<file path="src/rtl/controle_partida.sv">
// controle_partida: game-flow FSM for ultimate tic-tac-toe.
// Settle, validation and move-timeout counters live inside.
module controle_partida #(
  parameter int NUM_JOGADORES  = 2,
  parameter int ESPERA_CICLOS  = 1000,
  parameter int VALIDA_CICLOS  = 4,
  parameter int TIMEOUT_CICLOS = 5000000,
  parameter int MODO_TIMEOUT   = 0
) (
  input  logic       clock,
  input  logic       reset,
  input  logic       iniciar,
  input  logic       tem_jogada,
  input  logic       macro_vencida,
  input  logic       micro_jogada,
  input  logic       fim_jogo,
  output logic       zeraR_macro,
  output logic       zeraR_micro,
  output logic       registraR_macro,
  output logic       registraR_micro,
  output logic       we_board,
  output logic       we_board_state,
  output logic       sinal_macro,
  output logic       sinal_valida_macro,
  output logic       jogar_macro,
  output logic       jogar_micro,
  output logic       zeraRAM,
  output logic       zeraEdge,
  output logic       pronto,
  output logic       timeout,
  output logic [1:0] jogador_atual,
  output logic [1:0] perdedor,
  output logic [4:0] db_estado
);

  localparam int CMAX =
    (ESPERA_CICLOS > VALIDA_CICLOS) ?
    ESPERA_CICLOS : VALIDA_CICLOS;
  localparam int CW = (CMAX > 1) ? $clog2(CMAX) : 1;
  localparam logic [CW-1:0] ELIM = CW'(ESPERA_CICLOS - 1);
  localparam logic [CW-1:0] VLIM = CW'(VALIDA_CICLOS - 1);
  localparam logic [31:0] TLIM =
    (TIMEOUT_CICLOS > 0) ? 32'(TIMEOUT_CICLOS - 1) : 32'd0;
  localparam bit TO_ON = (TIMEOUT_CICLOS != 0);
  localparam logic [1:0] ULT = 2'(NUM_JOGADORES - 1);

  typedef enum logic [4:0] {
    INICIAL            = 5'h00,
    PREPARACAO         = 5'h01,
    JOGA_MACRO         = 5'h02,
    REGISTRA_MACRO     = 5'h03,
    VALIDA_MACRO       = 5'h04,
    JOGA_MICRO         = 5'h05,
    REGISTRA_MICRO     = 5'h06,
    VALIDA_MICRO       = 5'h07,
    REGISTRA_JOGADA    = 5'h08,
    VERIFICA_MACRO     = 5'h09,
    REGISTRA_RESULTADO = 5'h0A,
    VERIFICA_TABULEIRO = 5'h0B,
    TROCAR_JOGADOR     = 5'h0C,
    DECIDE_MACRO       = 5'h0D,
    E_RESET            = 5'h0E,
    FIM                = 5'h0F,
    ESTOURO_TEMPO      = 5'h10
  } estado_t;

  estado_t       est;
  estado_t       nxt;
  logic [CW-1:0] cnt;
  logic [31:0]   tcnt;
  logic          de_estouro;
  logic          espera_st;
  logic          valida_st;
  logic          jogo_st;
  logic          espera_ok;
  logic          valida_ok;
  logic          expirou;
  logic          mover;

  assign espera_st = est inside {INICIAL, JOGA_MACRO,
    JOGA_MICRO, REGISTRA_JOGADA, REGISTRA_RESULTADO};
  assign valida_st = est inside {VALIDA_MACRO,
    VALIDA_MICRO, FIM};
  assign jogo_st   = est inside {JOGA_MACRO, JOGA_MICRO};
  assign espera_ok = (cnt == ELIM);
  assign valida_ok = (cnt == VLIM);
  assign expirou   = TO_ON && jogo_st && (tcnt == TLIM);
  // a move arriving on the expiry cycle takes priority
  assign mover     = espera_ok && tem_jogada;
  assign db_estado = est;

  always_comb begin
    nxt = est;
    unique case (est)
      E_RESET: nxt = INICIAL;
      INICIAL:
        if (espera_ok && iniciar) nxt = PREPARACAO;
      PREPARACAO: nxt = JOGA_MACRO;
      JOGA_MACRO:
        if (mover) nxt = REGISTRA_MACRO;
        else if (expirou) nxt = ESTOURO_TEMPO;
      REGISTRA_MACRO: nxt = VALIDA_MACRO;
      VALIDA_MACRO:
        if (valida_ok)
          nxt = macro_vencida ? PREPARACAO : JOGA_MICRO;
      JOGA_MICRO:
        if (mover) nxt = REGISTRA_MICRO;
        else if (expirou) nxt = ESTOURO_TEMPO;
      REGISTRA_MICRO: nxt = VALIDA_MICRO;
      VALIDA_MICRO:
        if (valida_ok)
          nxt = micro_jogada ? JOGA_MICRO : REGISTRA_JOGADA;
      REGISTRA_JOGADA:
        if (espera_ok) nxt = VERIFICA_MACRO;
      VERIFICA_MACRO: nxt = REGISTRA_RESULTADO;
      REGISTRA_RESULTADO:
        if (espera_ok) nxt = VERIFICA_TABULEIRO;
      VERIFICA_TABULEIRO:
        nxt = fim_jogo ? FIM : TROCAR_JOGADOR;
      TROCAR_JOGADOR:
        nxt = de_estouro ? PREPARACAO : DECIDE_MACRO;
      DECIDE_MACRO:
        nxt = macro_vencida ? PREPARACAO : JOGA_MICRO;
      FIM:
        if (valida_ok && iniciar) nxt = INICIAL;
      ESTOURO_TEMPO:
        nxt = (MODO_TIMEOUT == 1) ? FIM : TROCAR_JOGADOR;
      default: nxt = E_RESET;
    endcase
  end

  always_ff @(posedge clock) begin
    if (reset) begin
      est                <= E_RESET;
      cnt                <= '0;
      tcnt               <= '0;
      de_estouro         <= 1'b0;
      jogador_atual      <= 2'd0;
      perdedor           <= 2'd0;
      timeout            <= 1'b0;
      zeraR_macro        <= 1'b0;
      zeraR_micro        <= 1'b0;
      registraR_macro    <= 1'b0;
      registraR_micro    <= 1'b0;
      we_board           <= 1'b0;
      we_board_state     <= 1'b0;
      sinal_macro        <= 1'b0;
      sinal_valida_macro <= 1'b0;
      jogar_macro        <= 1'b0;
      jogar_micro        <= 1'b0;
      zeraRAM            <= 1'b0;
      zeraEdge           <= 1'b0;
      pronto             <= 1'b0;
    end else begin
      est <= nxt;

      if (nxt != est)
        cnt <= '0;
      else if ((espera_st && !espera_ok) ||
               (valida_st && !valida_ok))
        cnt <= cnt + CW'(1);

      if (nxt != est)
        tcnt <= '0;
      else if (jogo_st && (tcnt != '1))
        tcnt <= tcnt + 32'd1;

      if (est == ESTOURO_TEMPO)
        de_estouro <= 1'b1;
      else if (est == TROCAR_JOGADOR || nxt == INICIAL)
        de_estouro <= 1'b0;

      if (nxt == INICIAL)
        jogador_atual <= 2'd0;
      else if (est == TROCAR_JOGADOR)
        jogador_atual <= (jogador_atual == ULT) ?
          2'd0 : jogador_atual + 2'd1;

      if (nxt == INICIAL) begin
        timeout  <= 1'b0;
        perdedor <= 2'd0;
      end else if (nxt == ESTOURO_TEMPO) begin
        timeout <= 1'b1;
        if (MODO_TIMEOUT == 1) perdedor <= jogador_atual;
      end

      // Moore strobes registered from the next state
      zeraR_macro     <= nxt inside {INICIAL, PREPARACAO};
      zeraR_micro     <= nxt inside {INICIAL, PREPARACAO,
                                     JOGA_MICRO};
      registraR_macro <= nxt inside {REGISTRA_MACRO,
                                     DECIDE_MACRO};
      registraR_micro <= (nxt == REGISTRA_MICRO);
      we_board        <= (nxt == REGISTRA_JOGADA);
      we_board_state  <= (nxt == REGISTRA_RESULTADO);
      sinal_macro     <= nxt inside {JOGA_MACRO,
                                     REGISTRA_MACRO};
      sinal_valida_macro <= nxt inside {REGISTRA_MACRO,
        VALIDA_MACRO, REGISTRA_RESULTADO};
      jogar_macro     <= (nxt == JOGA_MACRO);
      jogar_micro     <= (nxt == JOGA_MICRO);
      zeraRAM         <= (nxt == INICIAL);
      zeraEdge        <= (nxt == INICIAL);
      pronto          <= (nxt == FIM);
    end
  end

endmodule

</file>
<file path="config.mk">
export PLATFORM = sky130hd
export DESIGN_NAME = controle_partida
export DESIGN_NICKNAME = d
export VERILOG_FILES = /design/src/rtl/controle_partida.sv
export SDC_FILE = /design/constraint.sdc
export NUM_CORES = 1
export LEC_CHECK = 0
export CELL_PAD_IN_SITES_DETAIL_PLACEMENT = 1
export CELL_PAD_IN_SITES_GLOBAL_PLACEMENT = 2
export CORE_UTILIZATION = 31
export DETAILED_ROUTE_END_ITERATION = 16
export PLACE_DENSITY = 0.77
export SLEW_MARGIN = 20
export SYNTH_ARGS = -nofsm -noshare
export SYNTH_HDL_FRONTEND = slang
export SYNTH_SLANG_ARGS = --single-unit
</file>
<file path="constraint.sdc">
create_clock -name clock -period 2.5 [get_ports clock]
set_input_delay 0.375 -clock clock [delete_from_list [all_inputs] [get_ports clock]]
set_output_delay 0.375 -clock clock [all_outputs]
set_load 0.005 [all_outputs]
</file>
Word level (Yosys, flattened, before mapping). Index checks and enable logic that the tools add are counted.

Logic and storage cells: 95. Input port bits: 7. Flip-flop bits (word level): 63.

Reduce and logical (&&, ||, !) cells: 24. Add/subtract/negate cells: 3. Equal/unequal tests: 33. Mux-type cells: 17.

Operators with widths (count): $pmux 5 s17 (1); $eq 5x4->1 const B (12); $mux 5 (9); $eq 5x3->1 const B (7); $add 32x1->32 const B (1); $eq 32x23->1 const B (1); $ne 32x32->1 const B (1); $eq 5x2->1 const B (4); $add 10x1->10 const B (1); $eq 10x10->1 const B (1); $eq 10x2->1 const B (1); $eq 5x1->1 const B (2); $eq 5x5->1 const B (2); $logic_not 5->1 (2); $reduce_bool 2->1 (5); $reduce_bool 3->1 (3); $mux 4 (2); $logic_and 1x1->1 (7); $ne 5x5->1 (1); $reduce_bool 5->1 (1); $mux 2 (2); $reduce_or 2->1 (2); $mux 3 (1); $add 2x1->2 const B (1); other kinds (4) (7).

Longest topological paths before layout.
Depth in word-level cells: 10. Mapped depth: 11.

Least setup slack after synthesis. OpenSTA, ideal clock, no wires.

Path kind: register to register. Start: reg cnt[0]. End: reg zeraR_micro. Arrival: 2.284 ns. Library setup time: 0.066 ns. Data required time: 2.434 ns. Path buffers: 2. Clock period less this slack: 2.350 ns. Path slack: 0.150 ns. Cell stages (with the launch flop): 11. Path through: dfxtp_1 -> ha_1 -> nor3b_2 -> and3_1 -> buf_2 -> nand2_1 -> and4bb_2 -> and2_1 -> buf_2 -> or3_4 -> a21oi_2.

Longest elaborated chain between the ends: 6. Elaborated cells between the ends (all ways): 18. Classes of those cells: eq/ne: 4; mux: 9; reduce/logical: 5.

Ends and longest elaborated chain: start, declared (line 69) `logic [CW-1:0] cnt;`; start signal, assigned (line 161) `cnt <= cnt + CW'(1);`; $eq 10x2->1 / $eq 10x10->1 (equally long branches) (line 86, 85); $logic_and 1x1->1, on equally long branches (line 125, 89, 97); $mux 5, on equally long branches; $pmux 5 s17 * (line 94) `unique case (est)`; $eq 5x1->1 (tied with other cells) (line 189) `zeraR_micro <= nxt inside {INICIAL, PREPARACAO,`; $reduce_bool 3->1 * (line 189); end signal, assigned (line 189); end, declared (line 18) `output logic zeraR_micro,`.

Every way passes the cells marked *; elsewhere a longest branch is shown, timed or not. A chain may end at the register's enable or synchronous reset.

Final worst setup path.
Start: reg est[3], in the netlist db_estado[3]. End: reg zeraR_micro.

Longest elaborated chain between the ends: 8. Elaborated cells between the ends (all ways): 33. Classes of those cells: eq/ne: 18; mux: 10; reduce/logical: 5.

Ends and longest elaborated chain: start, declared (line 67) `estado_t est;`; start signal, assigned (line 155) `est <= nxt;`; $eq 5x2->1 / $eq 5x3->1 (equally long branches) (line 84, 94); $reduce_bool 2->1 (line 84) `assign jogo_st = est inside {JOGA_MACRO, JOGA_MICRO};`; $logic_and 1x1->1 (line 87) `assign expirou = TO_ON && jogo_st && (tcnt == TLIM);`; $mux 5 (line 101, 108); $mux 5, on equally long branches (line 107, 100); $pmux 5 s17 * (line 94); $eq 5x1->1 (tied with other cells) (line 189); $reduce_bool 3->1 * (line 189).

Marks and branches as above.

==> reports/results.md <==
| Metric | This run | Unit |
|---|---|---|
| Tot GR Track Use | 19.73 | % |
| Port buffer count | 27 | - |
| Sum of overflow across all layers after global routing | 0 | - |
| R2r worst-path depth | 10 | - |
| Hold Path End | jogador_atual[1] | - |
| Count of non-filler cells in the finished layout | 688 | - |
| DR DRC count | 0 | - |
| Crit path arrival time | 2.76 | ns |
| Area of the placeable core | 11420 | um^2 |
| Most common cell after layout, fill and taps aside | sky130_fd_sc_hd__buf_4 | - |
| Period utilisation layout | 99.42 | % |
| Initial detailed-routing violation count | 192 | - |
| Chip Width | 110.2 | um |
| Routed met3 length | 289 | um |
| Number of levels the H-tree was split into | 3 | - |
| Time the final worst path needs with I/O delays and setup | 2.485 | ns |
| Per-cell routed wire length | 17.79 | um |
| Half-perimeter wire length after detailed placement | 7.768 | mm |
| Highest Signal Layer | met4 | - |
| Fraction of layout instances using a drive strength above 1 | 24.59 | % |
| Count of nets after finishing | 549 | - |
| Setup Crit Path Kind | reg2reg | - |
| Slew @ Worst Pin | 0.6868 | ns |
| CTS sink cnt | 63 | - |
| Count of flip-flops with a built-in enable after synthesis | 0 | - |
| Setup crit start kind | register | - |
| Number of vias in the routed layout | 3652 | - |
| Remaining number of nets flagged by the antenna check after routing | 0 | - |
| Clock Tree Root | sky130_fd_sc_hd__clkbuf_16 | - |
| CTS Buffer Depth | 2 | - |
| Average instance area after synthesis | 8.025 | um^2 |
| Critical path required time | 2.77 | ns |
| Number of vias per cell | 5.308 | - |
| Power per cell area | 1095 | nW/um^2 |
| Standard-cell rows | 39 | - |
| Number of antenna cells inserted | 0 | - |
| Total non-filler cell area in the finished layout | 5071 | um^2 |
| Number of synthesis warnings | 0 | - |
| Hold violation count in the final report | 0 | - |
| FILL cells | 1381 | - |
| Final slew viol count | 0 | - |
| Via count of the first global-routing pass | 3618 | - |
| Total I/O pin count | 30 | - |
| Maximum frequency from static timing analysis | 0.4023 | GHz |
| Met2 WL post-DR | 6.215 | mm |
| Setup repair after global routing missed its margin | true | - |
| Clock Latency Late Sink | 0.34 | ns |
| Biggest fanout along the worst timing path | 18 | - |
| Register-to-Register Setup Slack | 0.01 | ns |
| Mapped cell area | 3627 | um^2 |
| Worst Hold Margin | 0.4822 | ns |
| Worst R2R End | zeraR_micro | - |
| Global-route wire length before repair | 18.08 | mm |
| Pin count of the biggest net entering global routing | 43 | - |
| Hold/Removal Path Class | reg2reg | - |
| Startpoint of the worst hold path | jogador_atual[1] | - |
| Sequential fraction of the synthesis area | 34.77 | % |
| Total routed wirelength | 12.24 | mm |
| Antenna violations before repair | 0 | - |
| Setup TNS | 0 | ns |
| Detailed Routing Iterations Pass 1 | 4 | - |
| Worst-case clock skew | 0.008507 | ns |
| Area growth from synthesis to layout | 39.81 | % |
| Starting Density | 31.77 | % |
| Post-CTS Hold Fix Bufs | 0 | - |
| Die Y | 110.2 | um |
| Endpoint type of the worst setup path | register | - |
| Cell total after placement | 661 | - |
| Area post-placement | 4489 | um^2 |
| Register bit total from synthesis | 63 | - |
| Worst hold stages | 2 | - |
| Number of maximum-capacitance violations | 0 | - |
| M1 wire length | 5.471 | mm |
| Result of the run | complete, no violations | - |
| Primary flip-flop cell chosen by synthesis mapping | sky130_fd_sc_hd__dfxtp_1 | - |
| Cells after Synth | 452 | - |
| Number of distinct library cells after synthesis | 62 | - |
| Launch point of the worst reg-to-reg path | db_estado[3] | - |
| CTS buffer count | 9 | - |
| CTS tree | built | - |
| Final Wtd Congestion | 0.8306 | - |
| Proportion of synthesized flip-flops having asynchronous set or reset | 0 | % |
| Number of setup violations in the final report | 0 | - |
| VDD IR-drop max | 0.5873 | mV |
| Relative slew margins | 54.21 | % |
| Die ar. | 12140 | um^2 |
| Standby leakage power | 1.930 | nW |
| Most frequent cells in the layout | sky130_fd_sc_hd__buf_4, sky130_fd_sc_hd__nor2_1, sky130_fd_sc_hd__nand2_1, sky130_fd_sc_hd__dfxtp_1, sky130_fd_sc_hd__xnor2_1 | - |
| Clock-pin slew on the worst setup and hold paths | 0.05 | ns |
[synth_stat cells, types with 5 or more instances]
cell type | instances | area [um^2]
sky130_fd_sc_hd__nor2_1 | 64 | 240.2
sky130_fd_sc_hd__nand3_1 | 18 | 90.09
sky130_fd_sc_hd__nand2_1 | 59 | 221.5
sky130_fd_sc_hd__xor2_1 | 10 | 87.58
sky130_fd_sc_hd__nor4_1 | 13 | 81.33
sky130_fd_sc_hd__buf_4 | 6 | 45.04
sky130_fd_sc_hd__buf_2 | 12 | 60.06
sky130_fd_sc_hd__dfxtp_1 | 63 | 1261
sky130_fd_sc_hd__clkbuf_1 | 9 | 33.78
sky130_fd_sc_hd__nor3_1 | 12 | 60.06
sky130_fd_sc_hd__nand4_1 | 25 | 156.4
sky130_fd_sc_hd__and3_1 | 14 | 87.58
sky130_fd_sc_hd__and4_1 | 7 | 61.31
sky130_fd_sc_hd__nor3b_1 | 5 | 37.54
sky130_fd_sc_hd__nor2b_1 | 5 | 31.28
sky130_fd_sc_hd__o21ai_0 | 8 | 40.04
sky130_fd_sc_hd__inv_1 | 9 | 33.78
sky130_fd_sc_hd__or4_1 | 5 | 37.54
sky130_fd_sc_hd__nand2b_1 | 5 | 31.28
sky130_fd_sc_hd__xnor2_1 | 30 | 262.8
[state kept, by name (all words and copies together), names as in the netlist]
| register | cells |
|---|---|
| jogar_macro | 1 |
| registraR_macro | 1 |
| jogar_micro | 1 |
| de_estouro | 1 |
| tcnt | 32 |
| timeout | 1 |
| sinal_valida_macro | 1 |
| we_board | 1 |
| zeraR_micro | 1 |
| zeraEdge | 1 |
| cnt | 10 |
| jogador_atual | 2 |
| pronto | 1 |
| sinal_macro | 1 |
| zeraR_macro | 1 |
| registraR_micro | 1 |
| we_board_state | 1 |
| db_estado | 5 |
[per-stage QoR]
| stage | total power [mW] | util, % | worst slack [ns] |
|---|---|---|---|
| floorplan | 2.633 | - | 0.1505 |
| detailed placement | 3.665 | 39.32 | -0.1224 |
| finish | 5.555 | 44.41 | 0.01456 |
| CTS | 5.107 | 42.55 | -0.01763 |
| global route | 5.854 | 44.41 | -0.1035 |
| global placement | 3.613 | 39.32 | -0.08637 |
[worst max-delay path, cell delays in order, from the launching register on]
cell	delay, ns
sky130_fd_sc_hd__dfxtp_1	0.35
sky130_fd_sc_hd__buf_12	0.17
sky130_fd_sc_hd__or3_1	0.34
sky130_fd_sc_hd__a21o_1	0.23
sky130_fd_sc_hd__nor2_1	0.10
sky130_fd_sc_hd__and4bb_2	0.29
sky130_fd_sc_hd__and2_4	0.16
sky130_fd_sc_hd__buf_6	0.12
sky130_fd_sc_hd__buf_12	0.12
sky130_fd_sc_hd__or3_4	0.39
sky130_fd_sc_hd__a21oi_2	0.14
[worst max-delay path by stage]
| stage | to | slack, ns | startpoint |
|---|---|---|---|
| floorplan | zeraR_micro | 0.15 | cnt[0] |
| global placement | de_estouro | -0.09 | iniciar |
| detailed placement | de_estouro | -0.12 | iniciar |
| CTS | de_estouro | -0.02 | cnt[0] |
| global route | tcnt[8] | -0.10 | db_estado[1] |
| finish | zeraR_micro | 0.01 | db_estado[3] |
[final cells by class]
type                       instances  area (um^2)  share of cell area [%]
clock inverter                     7        73.82                   1.456
tap                              143        178.9                   3.528
multi-input combinational        351         2323                   45.82
inverter                           9        33.78                  0.6662
timing repair buffer             106        967.2                   19.07
sequential                        63         1269                   25.02
clock buffer                       9        225.2                   4.441
[cell families (layout without fill, tap and decap cells)]
logic type | Yosys count | after routing | synth area share (%)
flops | 63 | 63 | 34.77
compound gates | 46 | 46 | 10.52
simple gates | 259 | 259 | 38.22
fa+ha+maj | 2 | 2 | 0.6898
mux | 2 | 2 | 0.5519
xor+xnor | 40 | 40 | 9.658
buf+inv | 39 | 131 | 5.484
other cells | 1 | 2 | 0.1034
[power breakdown]
part           total [mW]  internal [mW]  switching, mW
clock                1.26          0.772          0.487
sequential           1.20           1.11         0.0851
combinational        3.10           1.47           1.63
total                5.55           3.36           2.20
[layer usage]
layer	GRT usage [%]	vias up
li1	-	1777
met2	34.96	69
met1	23.64	1776
met3	3.527	30
met5	0	-
met4	7.519	0
[timing repair]
action / 4_1_cts / 5_1_grt
gates resized for setup: 6 / 24
pin swaps: 4 / 10
gates cloned: 2 / 2
buffers inserted: 1 / 6
setup endpoints to repair: 9 / 55
Note: power is estimated with default switching activity, not from simulation.
